$ cat src/rtl/fetch_pkg.sv
// Shared definitions for the fetch stage: FSM encoding, instruction field
// positions and fetch constants.
package fetch_pkg;

  typedef enum logic {
    FETCH = 1'b0,
    EXEC  = 1'b1
  } state_t;

  localparam int OP_HI    = 31;
  localparam int OP_LO    = 26;
  localparam int FUNCT_HI = 5;
  localparam int FUNCT_LO = 0;
  localparam int IMM_HI   = 15;
  localparam int IMM_LO   = 0;
  localparam int JIDX_HI  = 25;
  localparam int JIDX_LO  = 0;

  localparam int          PC_STEP   = 4;
  localparam logic [31:0] NOP_INSTR = 32'h0;

endpackage

$ cat src/rtl/fetch_unit_if.sv
// Instruction-memory fetch bus: the fetch unit is master, instruction memory
// is slave.
interface fetch_unit_if #(
  parameter int PC_W = 8
);

  logic [PC_W-1:0] imem_addr;
  logic            imem_req;
  logic            imem_ack;
  logic [31:0]     imem_rdata;

  modport master (
    output imem_addr,
    output imem_req,
    input  imem_ack,
    input  imem_rdata
  );

  modport slave (
    input  imem_addr,
    input  imem_req,
    output imem_ack,
    output imem_rdata
  );

endinterface

$ cat src/rtl/next_pc_sel.sv
// Next-PC priority mux with branch/jump/register target arithmetic.
// Purely combinational; all arithmetic wraps modulo 2^PC_W.
module next_pc_sel
  import fetch_pkg::*;
#(
  parameter int PC_W = 8
) (
  input  logic [PC_W-1:0]            i_pc_plus4,
  input  logic [IMM_HI-IMM_LO:0]     i_imm,
  input  logic [JIDX_HI-JIDX_LO:0]   i_jidx,
  input  logic                       i_branch,
  input  logic                       i_jump,
  input  logic                       i_memtopc,
  input  logic                       i_zero,
  input  logic [PC_W-1:0]            i_reg_target,
  output logic [PC_W-1:0]            o_next_pc
);

  logic [31:0]     w_br_off;
  logic [PC_W-1:0] w_br_target;
  logic [PC_W-1:0] w_jmp_target;
  logic [PC_W-1:0] w_jr_target;

  assign w_br_off     = {{14{i_imm[15]}}, i_imm, 2'b00};
  assign w_br_target  = i_pc_plus4 + PC_W'(w_br_off);
  assign w_jmp_target = PC_W'({i_jidx, 2'b00});
  assign w_jr_target  = i_reg_target & ~PC_W'(3);

  // memtopc wins over jump because JR raises both.
  always_comb begin
    // NOTE: default assignment first so every path drives the output and no latch is inferred.
    o_next_pc = i_pc_plus4;
    if (i_memtopc) begin
      o_next_pc = w_jr_target;
    end else if (i_jump) begin
      o_next_pc = w_jmp_target;
    end else if (i_branch && i_zero) begin
      o_next_pc = w_br_target;
    end
  end

endmodule

$ cat src/rtl/fetch_unit.sv
// PC and instruction-fetch stage: requests an instruction, holds it for the
// control unit while executing, then advances the PC.
module fetch_unit
  import fetch_pkg::*;
#(
  parameter int PC_W     = 8,
  parameter int RESET_PC = 0
) (
  input  logic              clk,
  input  logic              rst,
  fetch_unit_if.master      imem,
  output logic [31:0]       instr,
  output logic              instr_commit,
  output logic [PC_W-1:0]   pc_plus4,
  input  logic              branch,
  input  logic              jump,
  input  logic              memtopc,
  input  logic              zero,
  input  logic [PC_W-1:0]   reg_target,
  input  logic              stall,
  output logic [15:0]       commit_count
);

  state_t          r_state;
  state_t          w_state_nxt;
  logic [PC_W-1:0] r_pc;
  logic [PC_W-1:0] w_next_pc;
  logic [31:0]     r_instr;
  logic [15:0]     r_commit_count;
  logic            w_latch;
  logic            w_advance;

  assign pc_plus4 = r_pc + PC_W'(PC_STEP);

  next_pc_sel #(.PC_W(PC_W)) u_next_pc_sel (
    .i_pc_plus4   (pc_plus4),
    .i_imm        (r_instr[IMM_HI:IMM_LO]),
    .i_jidx       (r_instr[JIDX_HI:JIDX_LO]),
    .i_branch     (branch),
    .i_jump       (jump),
    .i_memtopc    (memtopc),
    .i_zero       (zero),
    .i_reg_target (reg_target),
    .o_next_pc    (w_next_pc)
  );

  always_ff @(posedge clk or posedge rst) begin
    if (rst) begin
      r_state <= FETCH;
    end else begin
      // NOTE: non-blocking assignments so every register samples pre-edge values.
      r_state <= w_state_nxt;
    end
  end

  always_comb begin
    w_state_nxt = r_state;
    w_latch     = 1'b0;
    w_advance   = 1'b0;
    case (r_state)
      FETCH: begin
        if (imem.imem_ack) begin
          w_latch     = 1'b1;
          w_state_nxt = EXEC;
        end
      end
      EXEC: begin
        if (!stall) begin
          w_advance   = 1'b1;
          w_state_nxt = FETCH;
        end
      end
      default: w_state_nxt = FETCH;
    endcase
  end

  always_ff @(posedge clk or posedge rst) begin
    if (rst) begin
      r_pc           <= PC_W'(RESET_PC);
      r_instr        <= NOP_INSTR;
      r_commit_count <= '0;
    end else begin
      if (w_latch) begin
        r_instr <= imem.imem_rdata;
      end
      if (w_advance) begin
        r_pc           <= w_next_pc;
        r_commit_count <= r_commit_count + 16'd1;
      end
    end
  end

  // rst gates the request and commit so they drop before the async reset settles.
  assign imem.imem_addr = r_pc;
  assign imem.imem_req  = !rst && (r_state == FETCH);
  assign instr_commit   = !rst && (r_state == EXEC) && !stall;
  assign instr          = r_instr;
  assign commit_count   = r_commit_count;

endmodule
$ cat src/flat_wrapper.sv
// flat-port wrapper written by rule: the top's interface ports become plain ports
module fetch_unit_flat import fetch_pkg::*;
#(
  parameter int PC_W     = 8,
  parameter int RESET_PC = 0
)
  (clk, rst, instr, instr_commit, pc_plus4, branch, jump, memtopc, zero, reg_target, stall, commit_count, imem_imem_addr, imem_imem_req, imem_imem_ack, imem_imem_rdata);
  fetch_unit_if #(.PC_W(PC_W)) imem_i ();
  input  logic clk;
  input  logic rst;
  output logic [31:0] instr;
  output logic instr_commit;
  output logic [PC_W-1:0] pc_plus4;
  input  logic branch;
  input  logic jump;
  input  logic memtopc;
  input  logic zero;
  input  logic [PC_W-1:0] reg_target;
  input  logic stall;
  output logic [15:0] commit_count;
  output wire logic [$bits(imem_i.imem_addr)-1:0] imem_imem_addr;
  output wire logic [$bits(imem_i.imem_req)-1:0] imem_imem_req;
  input wire logic [$bits(imem_i.imem_ack)-1:0] imem_imem_ack;
  input wire logic [$bits(imem_i.imem_rdata)-1:0] imem_imem_rdata;
  assign imem_imem_addr = imem_i.imem_addr;
  assign imem_imem_req = imem_i.imem_req;
  assign imem_i.imem_ack = imem_imem_ack;
  assign imem_i.imem_rdata = imem_imem_rdata;
  fetch_unit #(.PC_W(PC_W), .RESET_PC(RESET_PC)) u_core (.clk(clk), .rst(rst), .imem(imem_i), .instr(instr), .instr_commit(instr_commit), .pc_plus4(pc_plus4), .branch(branch), .jump(jump), .memtopc(memtopc), .zero(zero), .reg_target(reg_target), .stall(stall), .commit_count(commit_count));
endmodule
$ cat config.mk
export PLATFORM = sky130hd
export DESIGN_NAME = fetch_unit_flat
export DESIGN_NICKNAME = d
export VERILOG_FILES = /design/src/rtl/fetch_pkg.sv /design/src/rtl/fetch_unit_if.sv /design/src/rtl/next_pc_sel.sv /design/src/rtl/fetch_unit.sv /design/src/flat_wrapper.sv
export SDC_FILE = /design/constraint.sdc
export NUM_CORES = 1
export LEC_CHECK = 0
export ABC_AREA = 1
export CORE_ASPECT_RATIO = 1.5
export CORE_MARGIN = 8
export CORE_UTILIZATION = 46
export DETAILED_ROUTE_END_ITERATION = 16
export HOLD_SLACK_MARGIN = 0.1
export PLACE_DENSITY = 0.95
export RECOVER_POWER = 100
export REMOVE_ABC_BUFFERS = 1
export SLEW_MARGIN = 20
export SYNTH_ARGS = -nofsm -noshare
export SYNTH_HDL_FRONTEND = slang
export SYNTH_SLANG_ARGS = --single-unit
$ cat constraint.sdc
create_clock -name clk -period 4.3 [get_ports clk]
set_input_delay 0.86 -clock clk [delete_from_list [all_inputs] [get_ports clk]]
set_output_delay 0.86 -clock clk [all_outputs]
set_load 0.02 [all_outputs]
* Word level (Yosys, flattened, before mapping)
Index checks and enable logic that the tools add are counted.
Widths: inputs -> output; s select.
** Storage, ports and cells
- Register bits :: 57
- Input port bits :: 48
- Logic and storage cells :: 23
** Cells by class
- Add/sub/neg operators :: 3
- Multiplexer cells :: 9
- Bitwise logic cells :: 1
- Reduce and logical (&&, ||, !) cells :: 6
** Operators by type and width (count)
- $mux 8 :: 3
- $add 16x1->16 const B :: 1
- $add 8x3->8 const B :: 1
- $add 8x8->8 :: 1
- $mux 1 :: 5
- $logic_and 1x1->1 :: 4
- $logic_not 1->1 :: 2
- $pmux 1 s2 :: 1
- $not 1->1 :: 1

* Longest topological paths before layout
- Depth after elaboration :: 5
- Depth in mapped cells :: 16
- Mapped depth without buffers :: 16

* Cells and area by module
A second synthesis with hierarchy kept.
** Second synthesis, totals
- Cells, all modules :: 294
- Area total of the unflattened synthesis :: 2885.3 µm²
** By module, submodules not included
- fetch_unit :: times used 1, cells an instance 218, area each 2462.4 µm², seq. area each 1426.4 µm²
- next_pc_sel :: times used 1, cells an instance 76, area each 422.9 µm², seq. area each 0.0 µm²

* Least setup slack after synthesis
OpenSTA, ideal clock, no wires.
- Kind :: flip-flop to flip-flop
- Start :: reg u_core.r_pc[2] (netlist: u_core.imem.imem_addr[2])
- End :: reg u_core.r_pc[7] (netlist: u_core.imem.imem_addr[7])
- Setup time :: 0.077 ns
- Arrival :: 2.229 ns
- Data required time :: 4.223 ns
- Slack :: 1.994 ns
- Cell stages (with the launch flop) :: 15
- Buffers on the path :: 0
- Period minus slack after synthesis :: 2.306 ns
- Cells stage by stage :: dfrtp_1 -> ha_1 -> xor2_1 -> ha_1 -> nand2_1 -> nand2_1 -> nand2_1 -> nand3_1 -> nand2_1 -> nand3_1 -> nand2_1 -> nand2_1 -> nand2_1 -> nand2_1 -> a21oi_1
** On the way
- Word-level cells in the longest chain between the ends :: 5
** RTL lines
- start, declared :: RTL line fetch_unit.sv:26 : logic [PC_W-1:0] r_pc;
- start signal, assigned :: RTL line fetch_unit.sv:79 : r_pc <= PC_W'(RESET_PC);
- start signal, assigned :: RTL line fetch_unit.sv:87 : r_pc <= w_next_pc;
- $add 8x3->8 :: RTL line fetch_unit.sv:33 : assign pc_plus4 = r_pc + PC_W'(PC_STEP);
- named net pc_plus4[4] :: RTL line flat_wrapper.sv:13 : output logic [PC_W-1:0] pc_plus4;
- $add 8x8->8 :: RTL line next_pc_sel.sv:25 : assign w_br_target = i_pc_plus4 + PC_W'(w_br_off);
- $mux 8 :: RTL line next_pc_sel.sv:37 : end else if (i_branch && i_zero) begin
- $mux 8 :: RTL line next_pc_sel.sv:35 : end else if (i_jump) begin
- $mux 8 :: RTL line next_pc_sel.sv:33 : if (i_memtopc) begin
The timed path passes the listed nets, and every way through them passes these cells.
A chain may end at the register's enable or synchronous reset.

* Worst setup path in the final report
- Start :: in stall
- End :: out instr_commit
** On the way
- Word-level cells in the longest chain between the ends :: 2
** RTL lines
- start, declared :: RTL line flat_wrapper.sv:19 : input logic stall;
- $logic_not 1->1
- $logic_and 1x1->1 :: RTL line fetch_unit.sv:96 : assign instr_commit = !rst && (r_state == EXEC) && !stall;
- end, declared :: RTL line flat_wrapper.sv:12 : output logic instr_commit;
Every way passes these cells.

==> summary.txt <==
Synthesis
  • Post-synthesis adder-cell area fraction: 0.0443
  • Cell taking the most area after synthesis: dfrtp_1
  • Synth Area in Simple Gates: 0.153
  • Async set-reset flop share out of synthesis: 1.00
  • Share of the synthesized area in the top cell type: 0.508
  • Most used DFF post-synth: dfrtp_1
  • Main combinational cell family by area after synthesis: simple AND/OR/NAND/NOR gates
  • Synth unique cells: 31
  • Commonest cells post-synth: 55 x dfrtp_1, 45 x nand2_1, 30 x mux2_2
  • Count leader, synth: dfrtp_1
  • Synthesis Warnings: 0
  • Cells after Synth: 258
  • Mux cell area share after synthesis: 0.125
  • Compound-Gate Fraction of Synth Area: 0.0558
  • Mapped Avg Cell Area: 10.5 sq um
  • Synth Cell Area: about 2700 sq um
  • Number of synthesized flops with an enable pin: 0
  • Synthesis-stage register bit count: between 50 and 60
  • Top post-synthesis cells by area: dfrtp_1 51%, mux2_2 12%, nand2_1 6.2%, xor2_1 4.2%, ha_1 3.7%
  • Synth Area in XOR/XNOR: 0.0614
  • Seq/Total Area, Yosys: 0.508

Drt
  • Number of DRC markers in iteration 0: roughly 110
  • Post-Route WL: 7410 um
  • Via count: 2241
  • Drt wl/cell: between 15 and 20 um
  • Post-detailed-route count of antenna-violating nets: 0
  • Drc violations: 0
  • Vias per cell: 5.08
  • Drt pass-1 iters: 4

Clock network
  • Post-cts resize count: 0
  • Clk slew on worst S/H paths: 0.09 ns
  • CTS Buffer Depth: 2
  • TritonCTS clock tree: built
  • Worst skew pair latency: 0.30 ns
  • H-tree depth: 2
  • CTS Root Buffer Type: clkbuf_8
  • CTS buffer count: 5
  • Setup Buffers After CTS: 0
  • Post-cts hold buffer count: 0
  • Clock Sinks: 55

Critical path
  • Crit-path most repeated cell: dlygate4sd3_1
  • Max stage delay on crit path: around 0.70 ns
  • Worst EP arrival: 2.67 ns
  • CP Class: in2out
  • CP endpoint kind: output pin
  • CP required: 3.44 ns
  • Critical-path cell list: dlygate4sd3_1 -> nor2_4 -> inv_4 -> nor2_1 -> dlygate4sd3_1
  • Worst Path Max Fanout: 12
  • Slowest stage cell on the critical path: dlygate4sd3_1
  • Worst setup SP type: input port

Layout
  • Final #Nets: ~430
  • Ant diodes: 0
  • Area growth syn-to-layout: 43.9%
  • Layout fillers: 456
  • Layout cells sized above 1: 0.117

Timing
  • Fmax: about 0.28 GHz
  • Min cycle time layout: 3.53 ns
  • Max Slew Vio Count: 0
  • Worst slew pin tran: 1.35 ns
  • RSZ-0062 raised after global routing: false
  • Relative slew slack: 0.100
  • Worst setup margin: around 0.77 ns
  • Clock Skew: 0.00483 ns
  • Final setup violation count: 0
  • Hold WS: between 0.5 and 0.6 ns
  • Final hold vios: 0
  • Fin crit share: 0.820
  • Setup tns final: 0 ns

Global routing
  • Total track usage: 0.174
  • Initial antenna violation count: 0
  • Vias in the first global route: 2465
  • First-pass GRT wire length: 12000 um
  • Grt ovf: 0
  • Pin count of the biggest net entering global routing: 31

Placement
  • # port buffers: 107
  • DP HPWL: 5920 um
  • Routability Congestion: 0.836
  • Placement Setup Slack: 0.904 ns

Die
  • Row Count: 34
  • Core Region: 5740 sq um
  • Die Area: 8660 sq um
  • Starting Density: 0.472
  • Die Span X: about 80 um
  • # IOs: 114
  • Die height: around 110 um

Power
  • Worst VDD drop: ~250 uV
  • Leak Pwr: 1.80 nW
  • PD cells: 505 nW/um^2

Min path
  • HP Class: reg2reg

Run status
  • Status: finished, final reports clean

Job
  • Max cap viols: 0
cells by family (layout without fill, tap and decap cells):
kind of cell	count (synthesis)	after routing
multiplexers	30	30
AND/OR/NAND/NOR	83	83
XOR/XNOR	19	19
buffers and inverters	32	140
other	1	4
AO/OA/AOI/OAI	29	29
adder cells (fa/ha/maj)	9	9
flip-flops	55	55
placed cells by master, fill, tap and decap left out, types with 2 or more instances in the layout:
master / synthesis / final
a21oi_1: 16 / 16
nand3_2: 2 / 2
nand3_1: 8 / 8
clkdlybuf4s50_1: 0 / 41
nand3b_1: 2 / 2
clkbuf_1: 1 / 2
mux2_2: 30 / 30
xor2_1: 13 / 13
conb_1: 1 / 4
dlygate4sd3_1: 0 / 66
dfrtp_1: 55 / 55
nor2_1: 14 / 18
o211ai_1: 2 / 2
nor3_1: 2 / 2
nand4_1: 2 / 4
o21ai_0: 10 / 10
xnor2_1: 6 / 6
inv_1: 21 / 21
nand2_1: 45 / 45
clkbuf_8: 0 / 5
ha_1: 8 / 8
registers in the layout (all words and copies together), names as in the netlist:
register               count
u_core.imem.imem_addr      6
u_core.r_state             1
u_core.instr              32
u_core.commit_count       16
routing by layer:
layer / wire [um] / vias up / share of wire / GRT usage
li1: - / 1068 / - / -
met4: 188 / 0 / 0.025 / 0.0785
met2: 4240 / 81 / 0.57 / 0.335
met5: 0 / - / 0 / 0
met1: 2580 / 1077 / 0.35 / 0.175
met3: 392 / 15 / 0.053 / 0.0365
final cells by class:
| class | instances | area, sq um | area share |
|---|---|---|---|
| multi-input combinational | 174 | 1150 | 0.296 |
| timing repair buffer | 109 | 1080 | 0.276 |
| tap | 72 | 90.1 | 0.0231 |
| sequential | 55 | 1380 | 0.353 |
| clock buffer | 5 | 68.8 | 0.0176 |
| inverter | 23 | 88.8 | 0.0228 |
| clock inverter | 3 | 43.8 | 0.0112 |
through the flow:
| stage | util | std cells | total power, mW | cell area [sq um] |
|---|---|---|---|---|
| 3_5_place_dp | 0.670 | 433 | 1.71 | 3850 |
| 6_report | 0.679 | 441 | 1.97 | 3900 |
| 5_1_grt | 0.679 | 441 | 2.11 | 3900 |
| 3_3_place_gp | 0.670 | 433 | 1.68 | 3850 |
| 4_1_cts | 0.689 | 441 | 2.06 | 3960 |
| 2_1_floorplan | - | 252 | 1.27 | 2670 |
worst max-delay path, delay by kind of cell:
kind / cells / cell delay [ns]
buffers and inverters: 3 / 1.40
and+or+nand+nor: 2 / 0.41
power by group:
part	total, mW	switching (mW)	leakage, nW	internal [mW]
Combinational	0.897	0.493	1.09	0.404
Sequential	0.734	0.104	0.657	0.629
Clock	0.340	0.166	0.0581	0.174
worst paths after layout:
path	cells after the start	slack, ns	end	start
worst max-delay path	5	0.77	instr_commit	stall
worst min-delay path	1	0.51	u_core.instr[31]	u_core.instr[31]
worst max register to register	14	1.95	u_core.imem.imem_addr[7]	u_core.imem.imem_addr[2]
worst min register to register	1	0.51	u_core.instr[31]	u_core.instr[31]
max in group asynchronous	3	1.17	u_core.instr[30]	rst
min in group asynchronous	2	1.33	u_core.imem.imem_addr[3]	rst
No activity file was read; power rests on OpenSTA's default activity.
==> RTL change 1, RTL diff (same flow settings) <==
Register the input `reg_target` before use, with the module's reset. The logic sees it one clock later. The other inputs are not delayed to match.
--- a/src/rtl/fetch_unit.sv
+++ b/src/rtl/fetch_unit.sv
@@ -21,6 +21,16 @@
   output logic [15:0]       commit_count
 );
 
+  logic [PC_W-1:0] reg_target_q;
+
+  always_ff @(posedge clk or posedge rst) begin
+    if (rst) begin
+      reg_target_q <= '0;
+    end else begin
+      reg_target_q <= reg_target;
+    end
+  end
+
   state_t          r_state;
   state_t          w_state_nxt;
   logic [PC_W-1:0] r_pc;
@@ -40,7 +50,7 @@
     .i_jump       (jump),
     .i_memtopc    (memtopc),
     .i_zero       (zero),
-    .i_reg_target (reg_target),
+    .i_reg_target (reg_target_q),
     .o_next_pc    (w_next_pc)
   );
 
Formal check against the unedited RTL: not equivalent (Yosys sat finds a counterexample within 4 cycles, from zero or initial values and one cycle with rst high).
==> RTL change 1 against the unedited design <==
The flow now finishes with violations (capacitance limit, slew limit). Final area rose by 7.4%. Non-clock buffer count did not move. Area after synthesis rose by 5.8%. Total power rose by 13%. Sequential cell count rose by 6. Combinational power fell by 2.5%. Routed wire length rose by 2.3%. Setup slack improved by 0.052 ns. Critical path type unchanged.
==> RTL change 1: results (changes against the unedited design) <==
| Metric | Value |
|---|---|
| Status | finished with violations |
| Failing checks | capacitance limit, slew limit |
| Vias post-DR | 2,341 (+4.5%) |
| Crit-path max FO | 12 (unchanged) |
| Root Buffer | clkbuf_8 |
| Tot GR Track Use | 0.1752 (+0.0008317) |
| Main area contributors after synthesis | dfrtp_1, mux2_2, nand2_1, inv_1, ha_1 |
| Worst hold start | u_core.commit_count[14] |
| Max cap viols | 1 (+1) |
| Worst Skew | 0.006598 ns (+0.001764 ns) |
| Top_reg_cell synth | dfrtp_1 |
| First-pass GRT wire length | 12,210 um (+2.2%) |
| Cell internal pwr | 0.001437 W (+19%) |
| Placed cell areas | 4005 um^2 (+4.1%) |
| Vias per inst | 4.991 (-1.8%) |
| DRT iter0 DRCs | 115 (+8.5%) |
| Post-DRT Antenna Nets | 0 (unchanged) |
| Crit. Startpoint | stall |
| GPL Wtd Cong | 0.8548 (+2.3%) |
| Slowest cell delay on critical path | 0.69 ns |
| # placed instances | 452 (+4.4%) |
| YS warnings | 0 (unchanged) |
| CTS max path bufs | 2 (unchanged) |
| Worst slew margin | -0.02268 (-0.1231) |
| Critical path's top delay family | buffers and inverters |
| Max reg flops | 32 (unchanged) |
| Yosys cell types | 31 (unchanged) |
| Share of cells above drive strength 1 | 0.1218 (+0.005296) |
| Cts repair resizes | 0 (unchanged) |
| Synth async-reset ratio | 1.000 (unchanged) |
| Reg2reg start | u_core.imem.imem_addr[2] |
| Clk slew on worst S/H paths | 0.07 ns (-0.02 ns) |
| H-tree depth | 3 (+1) |
| Initial antenna violation count | 1 (+1) |
| Leakage | 2.002 nW (+11%) |
| Setup bufs post-CTS | 0 (unchanged) |
| Post-Syn Instances | 275 (+6.6%) |
| Fin. max-slew vios | 42 (+42) |
| Post-synth top cells | dfrtp_1, nand2_1, mux2_2 |
| Num CTS Buffers | 9 (+4) |
| Skew-Pair Late Insertion Delay | 0.33 ns (+0.03 ns) |
| HP Class | flip-flop to flip-flop |
| Worst vdd ir | 0.0002979 V (+19%) |
| Filler Cell Count | 482 (+5.7%) |
| Largest net degree at the start of global routing | 42 (+35%) |
| Router iterations before antenna repair | 4 (unchanged) |
| CP max-delay cell | dlygate4sd3_1 |
| Vias in the first global route | 2,525 (+2.4%) |
| Register area share after synthesis | 0.5323 (+0.02467) |
| Final WL | 7576 um (+2.3%) |
| Port Buffers | 107 (unchanged) |
| Dpl hpwl | 6084 um (+2.8%) |
## RTL change 1: changes by cell type after synthesis, sizes merged, moves of 2 or more
cell   delta
inv       +5
nand2     +6
xor2      -7
nor2      +2
dfrtp     +6
a21oi     -4
and2      +2
xnor2     +4
## RTL change 1: metal layers
metal | global-route usage | wire length, um | vias to the layer above
li1 | - | - | 1118
met1 | 0.1647 | 2643 | 1125
met2 | 0.3147 | 4190 | 82
met3 | 0.06746 | 546 | 16
met4 | 0.08415 | 195 | 0
met5 | 0 | 0 | -
## RTL change 1: cell families (layout without fill, tap and decap cells)
logic type      count (synthesis)  after routing  share of synthesized area
other cells                     1              5                   0.001308
flops                          61             61                     0.5323
compound gates                 28             28                    0.05323
fa+ha+maj                       9              9                    0.04189
mux                            30             30                     0.1178
xor+xnor                       16             16                    0.04886
simple gates                   92             92                     0.1479
buf+inv                        38            154                    0.05672
## RTL change 1: worst reg2reg max path: cells and delay by family (launching register included)
kind	cells	cell delay, ns
and+or+nand+nor	11	1.20
adders and majority gates	2	0.56
DFF	1	0.44
buffers and inverters	1	0.10
## RTL change 1: power groups by stage
stage	Clock [W]	Combinational (W)	Sequential [W]
after floorplan	0	0.000381	0.000913
after global placement	0	0.000897	0.000785
after detailed placement	0	0.000937	0.000795
after CTS	0.000580	0.000941	0.000784
after global routing	0.000610	0.000953	0.000795
final	0.000569	0.000875	0.000778
## RTL change 1: area by class of cell
cell class              count  area, um^2  share of cell area
diodes                      1       2.502           0.0005970
clock buffers              12       155.1             0.03701
clock inverters             4       70.07             0.01672
inverters                  29       110.1             0.02627
multi-input cells         179        1156              0.2758
flip-flops and latches     61        1526              0.3642
well taps                  74       92.59             0.02209
repair buffers            109        1079              0.2573
## RTL change 1: through the flow
step / setup WS [ns] / hold WS [ns] / total power (W)
6_report: 0.8247 / 0.4919 / 0.002223
5_1_grt: 0.5793 / 0.5196 / 0.002358
4_1_cts: 1.139 / 0.5001 / 0.002305
3_5_place_dp: 1.151 / 0.4884 / 0.001732
3_3_place_gp: 1.172 / 0.4657 / 0.001682
2_1_floorplan: 1.905 / 0.5102 / 0.001294
## RTL change 1: final timing paths
kind / to / cells past startpoint / slack, ns
worst max register to register: u_core.imem.imem_addr[7] / 14 / 1.91
worst max-delay path: instr_commit / 5 / 0.82
worst min-delay path: u_core.commit_count[14] / 1 / 0.49
worst min register to register: u_core.commit_count[14] / 1 / 0.49
max in group asynchronous: u_core.instr[16] / 3 / 1.11
min in group asynchronous: u_core.instr[13] / 2 / 1.49
==> RTL change 2, RTL diff (same flow settings) <==
Without the edit above. Register the output `commit_count` once more; this adds one clock of latency there. The other outputs are not delayed to match.
--- a/src/rtl/fetch_unit.sv
+++ b/src/rtl/fetch_unit.sv
@@ -95,6 +95,8 @@
   assign imem.imem_req  = !rst && (r_state == FETCH);
   assign instr_commit   = !rst && (r_state == EXEC) && !stall;
   assign instr          = r_instr;
-  assign commit_count   = r_commit_count;
+  always_ff @(posedge clk) begin
+    commit_count <= r_commit_count;
+  end
 
 endmodule
Function: changed (Yosys sat finds a counterexample within 4 cycles, from zero or initial values and one cycle with rst high).
==> RTL change 2 against the unedited design <==
The flow now finishes with violations (capacitance limit, slew limit). Critical path depth unchanged. Area after synthesis is 12% higher. Total power rose by 18%. Routed wire length increased by 2.2%. Sequential power is 25% higher. Worst hold slack got worse by 0.090 ns. Count of clock-buffer cells in the layout rose by 5. Final area increased by 11%. Setup slack got worse by 0.066 ns. Fmax down 1.8%. Non-clock buffer count decreased by 1. Sequential cell count grew 16. Critical endpoint unchanged.
==> RTL change 2: results (changes against the unedited design) <==
| Metric | Value |
|---|---|
| Leakage | 2.009 nW (+11%) |
| Dpl hpwl | 5868 um (-0.86%) |
| Tot GR Track Use | 0.1747 (+0.0003330) |
| Vias in the first global route | 2,571 (+4.3%) |
| Post-Route M1 WL | 2593 um (+0.35%) |
| Metal3 WL | 601 um (+53%) |
| Skew-Pair Late Insertion Delay | 0.34 ns (+0.04 ns) |
| N_diodes | 0 (unchanged) |
| Router iterations before antenna repair | 4 (unchanged) |
| Top_reg_cell synth | dfrtp_1 |
| Register area share after synthesis | 0.5583 (+0.05064) |
| Largest net degree at the start of global routing | 56 (+81%) |
| Synth Area in Compound Gates | 0.04570 (-0.01014) |
| CP endpoint | instr_commit |
| Filler Cell Count | 497 (+9.0%) |
| Initial antenna violation count | 0 (unchanged) |
| Post-Synth Adder-Cell Area | 0.03952 (-0.004778) |
| Fin. max-slew vios | 91 (+91) |
| Status | finished with violations |
| GPL Wtd Cong | 0.8778 (+5.0%) |
| Failing checks | capacitance limit, slew limit |
| Worst Skew | 0.006917 ns (+0.002083 ns) |
| First-pass GRT wire length | 12,590 um (+5.4%) |
| Crit-path max FO | 14 (+2) |
| Final #Nets | 454 (+6.8%) |
| Synth async-reset ratio | 0.7746 (-0.2254) |
| Final WL | 7568 um (+2.2%) |
| Top layer used by detailed routing | met4 |
| WP data arrival | 2.73 ns (+0.06 ns) |
| Worst reg2reg endpoint | u_core.imem.imem_addr[7] |
| YS warnings | 0 (unchanged) |
| Max cap viols | 2 (+2) |
| Setup bufs post-CTS | 0 (unchanged) |
| Root Buffer | clkbuf_8 |
| Cts repair resizes | 0 (unchanged) |
| H-tree depth | 3 (+1) |
| Reg2Reg Setup Slack | 1.96 ns |
| DRT iter0 DRCs | 116 (+9.4%) |
| HP Class | flip-flop to flip-flop |
| Post-synth top cells | dfrtp_1, nand2_1, mux2_2 |
| Clk slew on worst S/H paths | 0.08 ns |
| Mux cell area share after synthesis | 0.1112 (-0.01344) |
| Main area contributors after synthesis | dfrtp_1, mux2_2, dfxtp_1, nand2_1, inv_1 |
| Worst r2r path cells | 15 (+1) |
| Share of cells above drive strength 1 | 0.1219 (+0.005359) |
| Yosys cell types | 30 (-3.2%) |
| Worst vdd ir | 0.0002945 V (+18%) |
| Vias post-DR | 2,417 (+7.9%) |
| Tightest Pin Transition | 2.346 ns (+0.9964 ns) |
| Reg2reg start | u_core.imem.imem_addr[2] |
| Port Buffers | 107 (unchanged) |
| Num CTS Buffers | 9 (+4) |
| CTS max path bufs | 2 (unchanged) |
| Post-synthesis xor/xnor area fraction | 0.05476 (-0.006620) |
| Routed met2 length | 4053 um (-4.5%) |
==> RTL change 2: power breakdown <==
part,internal (W),switching [W]
registers,0.000813,0.000108
clock network,0.000226,0.000245
logic,0.000415,0.000516
total,0.00145,0.000870
==> RTL change 2: cell type report <==
class / count / area share
clock buffers: 10 / 0.03181
clock inverters: 6 / 0.01012
inverters: 27 / 0.02371
multi-input cells: 180 / 0.2718
flip-flops and latches: 71 / 0.3921
well taps: 76 / 0.02198
repair buffers: 108 / 0.2484
==> RTL change 2: cell families after synthesis <==
kind of cell    Yosys count
compound gates           26
xor+xnor                 19
fa+ha+maj                 9
buf+inv                  36
flops                    71
mux                      30
other cells               1
simple gates             92
==> RTL change 2: metal layers <==
layer | vias to the layer above | global-route usage
met5 | - | 0
met4 | 0 | 0.1153
li1 | 1146 | -
met1 | 1151 | 0.1783
met3 | 26 | 0.04891
met2 | 94 | 0.2979
==> RTL change 2: worst min-delay path by stage <==
stage / from / to / slack (ns) / cells past startpoint
3_5_place_dp: u_core.r_commit_count[12] / u_core.commit_count[12] / 0.40 / 0
6_report: u_core.r_commit_count[12] / u_core.commit_count[12] / 0.42 / 0
2_1_floorplan: u_core.r_commit_count[0] / u_core.commit_count[0] / 0.37 / 0
3_3_place_gp: u_core.r_commit_count[12] / u_core.commit_count[12] / 0.41 / 0
5_1_grt: u_core.r_commit_count[12] / u_core.commit_count[12] / 0.43 / 0
4_1_cts: u_core.r_commit_count[12] / u_core.commit_count[12] / 0.42 / 0
==> RTL change 2: through the flow <==
step | setup WS [ns] | total power, W | utilization | instance area [um^2] | std cells
2_1_floorplan | 2.014 | 0.001476 | - | 2998 | 278
3_3_place_gp | 1.145 | 0.001893 | 0.6476 | 4172 | 462
3_5_place_dp | 1.031 | 0.001933 | 0.6480 | 4174 | 462
4_1_cts | 1.032 | 0.002414 | 0.6762 | 4355 | 478
5_1_grt | 0.5816 | 0.002485 | 0.6717 | 4327 | 478
6_report | 0.7066 | 0.002324 | 0.6717 | 4327 | 478
==> RTL change 2: critical path: stages <==
cell	delay, ns
dlygate4sd3_1	0.56
inv_1	0.10
nand2_1	0.33
nor2_1	0.20
dlygate4sd3_1	0.69
